$ cat config.mk
export PLATFORM = sky130hd
export DESIGN_NAME = ram32x4
export DESIGN_NICKNAME = d
export VERILOG_FILES = /design/src/rtl/ram32x4_pkg.sv /design/src/rtl/ram32x4_array.sv /design/src/rtl/ram32x4.sv
export SDC_FILE = /design/constraint.sdc
export NUM_CORES = 1
export LEC_CHECK = 0
export ABC_AREA = 1
export CAP_MARGIN = 15
export CORE_MARGIN = 4
export CORE_UTILIZATION = 60
export DETAILED_ROUTE_END_ITERATION = 16
export GPL_ROUTABILITY_DRIVEN = 0
export GPL_TIMING_DRIVEN = 0
export PLACE_DENSITY_LB_ADDON = 0.1
export SYNTH_ARGS = -nofsm -noshare
export SYNTH_HDL_FRONTEND = slang
export SYNTH_SLANG_ARGS = --single-unit
$ cat constraint.sdc
create_clock -name clock -period 1.3 [get_ports clock]
set_clock_uncertainty 0.2 [all_clocks]
set_input_delay 0.26 -clock clock [delete_from_list [all_inputs] [get_ports clock]]
set_output_delay 0.26 -clock clock [all_outputs]
set_load 0.03 [all_outputs]
$ cat src/rtl/ram32x4_pkg.sv
// Shared widths, types and reset value for the 32x4 scratch RAM.
// Optional second output register is selected with RAM32X4_OUTREG_EN.
package ram32x4_pkg;

  localparam int unsigned ADDR_W = 5;
  localparam int unsigned DATA_W = 4;
  localparam int unsigned DEPTH  = 2 ** ADDR_W;

  typedef logic [ADDR_W-1:0] addr_t;
  typedef logic [DATA_W-1:0] word_t;

  localparam word_t WORD_RESET = '0;

endpackage : ram32x4_pkg

$ cat src/rtl/ram32x4_array.sv
// Flop-based 32-word storage with async clear, one write port and a
// combinational read of the addressed word.
module ram32x4_array
  import ram32x4_pkg::*;
(
  input  logic  clk,
  input  logic  rst_n,
  input  logic  wr_en,
  input  addr_t addr,
  input  word_t wr_data,
  output word_t rd_data_c
);

  word_t [DEPTH-1:0] mem_q;
  word_t [DEPTH-1:0] mem_d;

  always_comb begin
    mem_d = mem_q;
    if (wr_en) begin
      mem_d[addr] = wr_data;
    end
  end

  always_ff @(posedge clk or negedge rst_n) begin
    if (!rst_n) begin
      mem_q <= {DEPTH{WORD_RESET}};
    end else begin
      mem_q <= mem_d;
    end
  end

  assign rd_data_c = mem_q[addr];

endmodule : ram32x4_array

$ cat src/rtl/ram32x4.sv
// Single-port 32x4 RAM: registered read with write-through on same-address
// writes. RAM32X4_OUTREG_EN adds a second output register (latency 2).
module ram32x4
  import ram32x4_pkg::*;
(
  input  logic  clock,
  input  logic  reset_n,
  input  addr_t address,
  input  word_t data,
  input  logic  wren,
  output word_t q
);

  word_t rd_data_c;
  word_t rd_word_c;
  word_t q_q;
  word_t q_d;

  ram32x4_array u_array (
    .clk       (clock),
    .rst_n     (reset_n),
    .wr_en     (wren),
    .addr      (address),
    .wr_data   (data),
    .rd_data_c (rd_data_c)
  );

  // A write always targets the read address, so the bypass needs no compare.
  assign rd_word_c = wren ? data : rd_data_c;

  always_comb begin
    q_d = rd_word_c;
  end

  always_ff @(posedge clock or negedge reset_n) begin
    if (!reset_n) begin
      q_q <= WORD_RESET;
    end else begin
      q_q <= q_d;
    end
  end

`ifdef RAM32X4_OUTREG_EN
  word_t q2_q;
  word_t q2_d;

  always_comb begin
    q2_d = q_q;
  end

  always_ff @(posedge clock or negedge reset_n) begin
    if (!reset_n) begin
      q2_q <= WORD_RESET;
    end else begin
      q2_q <= q2_d;
    end
  end

  assign q = q2_q;
`else
  assign q = q_q;
`endif

endmodule : ram32x4

==> impl_metrics.ini, run 1 <==
[yosys]
ys_seq_area_frac = 0.5313
synth_top_cell_by_area = dfrtp_1
synth_area_um2 = 6217
ys_types = 17
synth_area_leaders = dfrtp_1, nand2_1, o21ai_0
netlist_instances = 836
synth_nets = 848
synth_top_area_frac = 0.5313
ys_ff_latch = 132
postSynthAreaPerCell_um2 = 7.437
yosys_warnings = 0

[timing]
fin_crit_sh = 1.163
finalCriticalPeriod_ns = 1.512
slew_violations = 0
rsz0062_at_grt = true
worst_slack_ns = -0.2120
fmax_mhz = 661.4
hold_ws_ns = 0.02576
finalHoldViolations = 0
relSlewSlack = 0.5524
setup_viol = 8
worstMarginPinSlew_ns = 0.6715

[layout]
multi_input_area_um2 = 2887
nFillCells = 682
design_area_um2 = 7664
nets = 911
syn2layout_area_growth_pct = 23.26
final_core_util = 0.7734
register_area_um2 = 3303
diodes = 0
drive_gt1_frac = 0.1593

[outcome]
violations = negative setup slack
outcome = finished, violations left

[route]
dr.pass1.iters = 5
wl_per_cell_um = 17.13
totalWireLength_um = 17860
vias_per_cell = 5.687
dr_total_vias = 5932
drc = 0
postRouteAntennaNets = 0
drtIter0Drc = 678

[worst_setup_path]
cp.required_ns = 1.53
reg2reg_slack_ns = -0.21
arrival_ns = 1.74
critPathKind = register to register
end_kind = register
r2r-end = q[3]
reg2reg_depth = 10
reg2reg_from = u_array.mem_q[23]
worstPathMaxFanout = 2
critPathLaunchType = register

[global_routing]
grt_pass1_vias = 5838
grt_first_pass_wirelength_um = 29070
grt_usage = 0.3236
overflow = 0
antenna_found_initial = 0
grt_max_degree = 70

[placement]
dpl_cell_area_um2 = 6740
post-place-ws_ns = -1.446
port_buffers = 14
dp.final_hpwl_um = 11350

[cts]
clk_pin_slew_worst_paths_ns = 0.06
cts_buffer_depth = 2
worstSkewPairLatency_ns = 0.54
cts.sinks = 132
cts_tree = built
cts_root_buffer = clkbuf_8
cts_max_level = 4
cts_inserted_buffers = 17

[flow_run]
maxCapViolCount = 0

[die]
ios = 16
initial_core_util = 0.6274
design.die.area_um2 = 12050
die_h_um = 109.8
fp.dieW_um = 109.8
core_area_um2 = 9910
row_count = 36

[power_and_ir_drop]
p_per_area_nw_per_um2 = 1556
ir_drop_v = 0.001137
total_power_mw = 11.93
leakagePower_nw = 4.003

[min_path]
hp-class = input pin to asynchronous set/reset pin
-- synth_stat cells --
master,instances
nor2_1,21
nand2_1,466
o21ai_0,107
nor3_2,8
nor2_2,2
a21oi_1,10
dfrtp_1,132
clkbuf_1,27
inv_2,4
o21ai_1,17
inv_1,24
buf_2,1
nor4_4,2
nor3_1,1
nand3_1,9
buf_1,4
clkinv_1,1
-- through the flow --
stage               TNS, ns  instances
global route         -1.867       1043
finish               -1.482       1043
floorplan            -13.69        836
CTS                  -1.250       1037
global placement    -826.92        983
detailed placement  -151.78        984
-- power breakdown --
group	leakage (nW)	switching (mW)	internal, mW	total (mW)
combinational	2.04	1.26	0.772	2.03
clock	0.272	1.71	2.85	4.56
sequential	1.69	0.443	4.89	5.33
-- placed cells by master (no fill, tap or decap), types with 6 or more instances in the layout --
cell | Yosys | routed
a21oi_1 | 10 | 10
buf_4 | 0 | 27
clkbuf_1 | 27 | 9
clkbuf_16 | 0 | 16
clkbuf_2 | 0 | 19
clkbuf_8 | 0 | 7
dfrtp_1 | 132 | 132
inv_1 | 24 | 19
inv_2 | 4 | 6
nand2_1 | 466 | 438
nand2_2 | 0 | 20
nand2_4 | 0 | 8
nand3_1 | 9 | 9
nor2_1 | 21 | 18
nor3_4 | 0 | 9
o21ai_0 | 107 | 84
o21ai_1 | 17 | 39
-- sequential cells by signal (all words and copies together) (netlist names) --
signal	cells
q	4
u_array.mem_q	128
-- cell families (layout without fill, tap and decap cells) --
kind of cell | count (synthesis) | in the layout | share of synthesized area
buffers and inverters | 61 | 135 | 0.03703
AND/OR/NAND/NOR | 509 | 509 | 0.3238
AO/OA/AOI/OAI | 134 | 134 | 0.1079
flip-flops | 132 | 132 | 0.5313
-- routing by layer --
metal,up-vias,wire length [µm],global-route usage
li1,2775,-,-
met1,2788,6904,0.4038
met2,296,8668,0.5312
met3,73,1634,0.08162
met4,0,655,0.1460
met5,-,0,0
-- worst max-delay path: stages, from the launching register on --
cell	delay (ns)
dfrtp_1	0.40
nand2_2	0.08
nand2_2	0.07
nand2_2	0.05
nand2_1	0.04
nand2_1	0.07
nand2_1	0.06
nor2_1	0.13
nand3_1	0.11
nand2_1	0.13
inv_1	0.05
-- worst max-delay path by stage --
| stage | cells after the start | end | from | slack, ns |
|---|---|---|---|---|
| floorplan | 12 | q[1] | address[0] | -0.17 |
| global placement | 1 | u_array.mem_q[22] | reset_n | -5.16 |
| detailed placement | 6 | u_array.mem_q[56] | address[2] | -1.45 |
| CTS | 1 | q[3] | q[3] | -0.22 |
| global route | 10 | q[3] | u_array.mem_q[19] | -0.26 |
| finish | 10 | q[3] | u_array.mem_q[23] | -0.21 |
-- area by class of cell --
cell class              instances  share of cell area
multi-input cells             643              0.3767
well taps                     133             0.02171
repair buffers                 44             0.05518
inverters                      29             0.01747
flip-flops and latches        132              0.4310
clock inverters                 5            0.009796
plain buffers                  32             0.02629
clock buffers                  25             0.06188
-- what timing repair did --
item / 4_1_cts / 5_1_grt
pin swaps: 16 / 7
hold endpoints to repair: 66 / 0
hold buffers: 1 / 0
setup endpoints to repair: 136 / 157
resized for setup: 83 / 34
buffers inserted: 22 / 6
Power figures use the tool's default switching activity.
==> inputs of run 2 (changes only) <==
- ABC_AREA: 1 -> 0
- CORE_MARGIN: 4 -> default
==> impl_metrics.ini, run 2 <==
[outcome]
outcome = finished, violations left
violations = negative setup slack

[power_and_ir_drop]
sw_frac_of_total = 0.2474
power_frac_clock = 0.400
p_int_mw = 9.568
switching_power_mw = 3.145
total_power_mw = 12.71
ir_drop_v = 0.001099
leakagePower_nw = 3.517
p_per_area_nw_per_um2 = 1580
sequentialPowerShare = 0.420
pwr-share-comb = 0.180

[yosys]
synth_top_cell_by_area = dfrtp_1
synth_commonest_cells = mux2_2, dfrtp_1, mux4_2
ys.flop_type = dfrtp_1
yosys_warnings = 0
synth_area_leaders = dfrtp_1, mux2_2, mux4_2
synth_area_um2 = 6213
postSynthAreaPerCell_um2 = 14.72
ys_types = 42
synth_nets = 434
ys_ff_latch = 132
synth_top_area_frac = 0.5316
synth.most_common_cell = mux2_2
netlist_instances = 422
synth_edf_count = 0
ys_seq_area_frac = 0.5316
async_reset_ff_frac = 1.000

[global_routing]
grt_max_degree = 87
antenna_found_initial = 0
overflow = 0
grt_usage = 0.3155
grt_pass1_vias = 4391
grt_first_pass_wirelength_um = 25050

[layout]
layout_commonest_cell = dfrtp_1
syn2layout_area_growth_pct = 29.50
largest_reg_flops = 128
drive_gt1_frac = 0.6415
multi_input_area_um2 = 3228
nFillCells = 489
register_area_um2 = 3303
mostFrequentLayoutCells = dfrtp_1, mux2_2, mux2_4, mux4_2, buf_4
nets = 490
final_core_util = 0.8120
diodes = 0
largest-register = u_array.mem_q

[cts]
cts_inserted_buffers = 17
cts_root_buffer = clkbuf_8
cts.sinks = 132
worstSkewPairLatency_ns = 0.53
clk_pin_slew_worst_paths_ns = 0.06
cts_buffer_depth = 2
cts_tree = built
cts_max_level = 4

[route]
dr_total_vias = 4072
totalWireLength_um = 15850
postRouteAntennaNets = 0
drtIter0Drc = 297
wl_per_cell_um = 25.39
dr.pass1.iters = 5
vias_per_cell = 6.526
drc = 0

[min_path]
hp-class = input pin to asynchronous set/reset pin

[worst_setup_path]
cpPeakStageDelay_ns = 0.46
path_buf_inv = 0
cp_cell_sequence = mux4_2, mux2_4, a22oi_2, a31oi_1
cp.required_ns = 1.49
critPathKind = register to register
crit_family = multiplexers
worstPathMaxFanout = 2
reg2reg_slack_ns = -0.45
critPathSlowestCell = mux4_2
arrival_ns = 1.95
critPathLaunchType = register
end_kind = register

[timing]
fmax_mhz = 570.4
fin_crit_sh = 1.349
worstMarginPinSlew_ns = 0.5610
hold_ws_ns = 0.03171
slew_violations = 0
relSlewSlack = 0.6260
finalCriticalPeriod_ns = 1.753
setup_viol = 26
worst_slack_ns = -0.4532
rsz0062_at_grt = true
finalHoldViolations = 0

[die]
design.die.area_um2 = 10770
fp.dieW_um = 103.8
core_area_um2 = 9910
row_count = 36
die_h_um = 103.8
ios = 16
initial_core_util = 0.6270

[flow_run]
maxCapViolCount = 0

[placement]
dp.final_hpwl_um = 9967
post-place-ws_ns = -1.399
port_buffers = 12
run 2: routing by layer:
| metal | up-vias | share of wire | track usage |
|---|---|---|---|
| li1 | 1680 | - | - |
| met1 | 2162 | 0.43 | 0.4319 |
| met2 | 190 | 0.48 | 0.4741 |
| met3 | 40 | 0.063 | 0.08370 |
| met4 | 0 | 0.029 | 0.1490 |
| met5 | - | 0 | 0.004762 |
run 2: cell families (layout without fill, tap and decap cells):
family	count (synthesis)	count (layout)	share of synthesized area
compound gates	19	19	0.02417
buf+inv	31	100	0.02940
flops	132	132	0.5316
mux	171	171	0.3568
simple gates	69	69	0.05800
run 2: stage by stage:
step                setup TNS (ns)  area [µm²]  std cells
floorplan                   -44.82        6521        422
global placement           -825.39        6808        567
detailed placement         -145.75        6837        568
CTS                         -2.631        7950        620
global route                -3.072        8046        624
finish                      -2.830        8046        624
run 2: repair_timing:
action | 4_1_cts | 5_1_grt
resized for setup | 119 | 22
hold buffers | 2 | 0
setup buffers | 17 | 3
gates cloned | 1 | 1
hold endpoints to repair | 133 | 0
endpoints found under the setup margin | 136 | 125
pin swaps | 20 | 8
run 2: final timing paths:
| path | cells after the start | startpoint | end |
|---|---|---|---|
| min in group clock | 4 | wren | q[0] |
| min | 2 | reset_n | u_array.mem_q[33] |
| max reg2reg | 4 | u_array.mem_q[109] | q[1] |
| min reg2reg | 1 | u_array.mem_q[121] | u_array.mem_q[121] |
| max | 4 | u_array.mem_q[109] | q[1] |
| max in group asynchronous | 3 | reset_n | u_array.mem_q[52] |
run 2: final cells by class:
cell class / count / share of cell area
inverters: 3 / 0.001399
multi-input cells: 259 / 0.4012
flip-flops and latches: 132 / 0.4105
clock buffers: 21 / 0.05707
well taps: 133 / 0.02068
repair buffers: 37 / 0.05007
clock inverters: 11 / 0.02161
plain buffers: 28 / 0.03747
run 2: power by group through the flow:
stage	logic, mW	clock network [mW]	registers, mW
finish	2.29	5.08	5.34
global route	2.43	5.29	5.43
CTS	2.22	5.11	5.31
detailed placement	1.93	0	5.36
global placement	1.86	0	5.33
floorplan	1.44	0	5.24
==> inputs of run 3 (changes only) <==
- CORE_UTILIZATION: 60 -> 56
==> impl_metrics.ini, run 3 (same netlist as run 2, synthesis figures left out) <==
[outcome]
outcome = finished, violations left
violations = negative setup slack

[placement]
place_inst = 575
port_buffers = 12
dp.final_hpwl_um = 10430

[power_and_ir_drop]
sw_frac_of_total = 0.2472
ir_drop_v = 0.001160
switching_power_mw = 2.939
p_per_area_nw_per_um2 = 1507
total_power_mw = 11.89
pwr-share-comb = 0.190
sequentialPowerShare = 0.449
power_frac_clock = 0.362
leakagePower_nw = 3.440
p_int_mw = 8.949

[cts]
cts_root_buffer = clkbuf_8
clk_pin_slew_worst_paths_ns = 0.06
worstSkewPairLatency_ns = 0.52
cts_max_level = 4
cts_tree = built
cts.sinks = 132
cts_inserted_buffers = 17
cts_buffer_depth = 2

[die]
die_h_um = 107.3
row_count = 38
core_area_um2 = 10840
initial_core_util = 0.5732
fp.dieW_um = 107.3
design.die.area_um2 = 11520
ios = 16

[route]
drc = 0
vias_per_cell = 6.303
totalWireLength_um = 15810
wl_per_cell_um = 25.49
postRouteAntennaNets = 0
dr.pass1.iters = 4
drtIter0Drc = 262
dr_total_vias = 3908

[global_routing]
antenna_found_initial = 0
grt_first_pass_wirelength_um = 24870
grt_pass1_vias = 4220
grt_usage = 0.3068
grt_max_degree = 70
overflow = 0

[layout]
final_cell_count_no_fill = 620
largest_reg_flops = 128
drive_gt1_frac = 0.6271
nets = 483
syn2layout_area_growth_pct = 26.92
mostFrequentLayoutCells = dfrtp_1, mux2_2, mux2_4, mux4_2, nor2_4
nFillCells = 704
layout_commonest_cell = dfrtp_1
largest-register = u_array.mem_q
diodes = 0
final_core_util = 0.7275

[timing]
worstMarginPinSlew_ns = 0.4796
worst_slack_ns = -0.4708
setup_viol = 44
finalCriticalPeriod_ns = 1.771
finalHoldViolations = 0
rsz0062_at_grt = true
slew_violations = 0
fmax_mhz = 564.7
fin_crit_sh = 1.362
setup_tns_ns = -6.005
relSlewSlack = 0.6792

[worst_setup_path]
end_kind = register
worstPathMaxFanout = 2
critPathKind = register to register
arrival_ns = 1.93
critPathLaunchType = register
cp.required_ns = 1.46

[flow_run]
maxCapViolCount = 0

[min_path]
hp-class = input pin to asynchronous set/reset pin
run 3: routing by layer:
metal	track usage	vias to the layer above	share of wire
met5	0	-	0
li1	-	1663	-
met3	0.07324	23	0.065
met4	0.1164	0	0.024
met1	0.4136	2087	0.42
met2	0.4857	135	0.49
run 3: repair_timing:
| item | in CTS | in global routing |
|---|---|---|
| pin swaps | 20 | 11 |
| gates cloned | 1 | 0 |
| setup endpoints to repair | 136 | 132 |
| resized for setup | 114 | 29 |
| endpoints found under the hold margin | 65 | 0 |
| buffers inserted | 11 | 2 |
| hold buffers | 3 | 0 |
run 3: path summary, 6_finish.rpt:
path,startpoint,endpoint,slack [ns],depth (start not counted)
min,reset_n,u_array.mem_q[23],0.05,2
min in group clock,wren,q[1],0.05,5
min reg2reg,u_array.mem_q[9],u_array.mem_q[9],0.30,1
max in group asynchronous,reset_n,u_array.mem_q[51],0.21,3
max reg2reg,u_array.mem_q[80],q[0],-0.47,4
max,u_array.mem_q[80],q[0],-0.47,4
run 3: power by group through the flow:
stage / logic [mW] / clock network (mW) / registers (mW)
2_1_floorplan: 1.44 / 0 / 5.24
3_3_place_gp: 1.88 / 0 / 5.31
3_5_place_dp: 1.96 / 0 / 5.36
4_1_cts: 2.18 / 4.37 / 5.32
5_1_grt: 2.41 / 4.54 / 5.42
6_report: 2.26 / 4.30 / 5.33
run 3: stage by stage:
| step | worst slack (ns) | hold WS [ns] | cell area (µm²) |
|---|---|---|---|
| after floorplan | -0.4993 | -0.2356 | 6521 |
| after global placement | -5.243 | 0.2817 | 6817 |
| after detailed placement | -1.427 | 0.08872 | 6845 |
| after CTS | -0.4518 | 0.01209 | 7776 |
| after global routing | -0.5042 | 0.04863 | 7886 |
| final | -0.4708 | 0.04576 | 7886 |
run 3: worst max-delay path: stages (launching register included):
cell     delay [ns]
dfrtp_1        0.39
mux4_2         0.46
mux2_2         0.31
nand2_1        0.10
a41oi_2        0.15
run 3: final cells by class:
type                    count  area (µm²)  area share
plain buffers              28       297.8     0.03776
clock buffers              23       476.7     0.06045
clock inverters             5       52.55    0.006663
inverters                   3       11.26    0.001428
multi-input cells         259        3238      0.4106
flip-flops and latches    132        3303      0.4188
well taps                 140       175.2     0.02221
repair buffers             30       331.6     0.04204
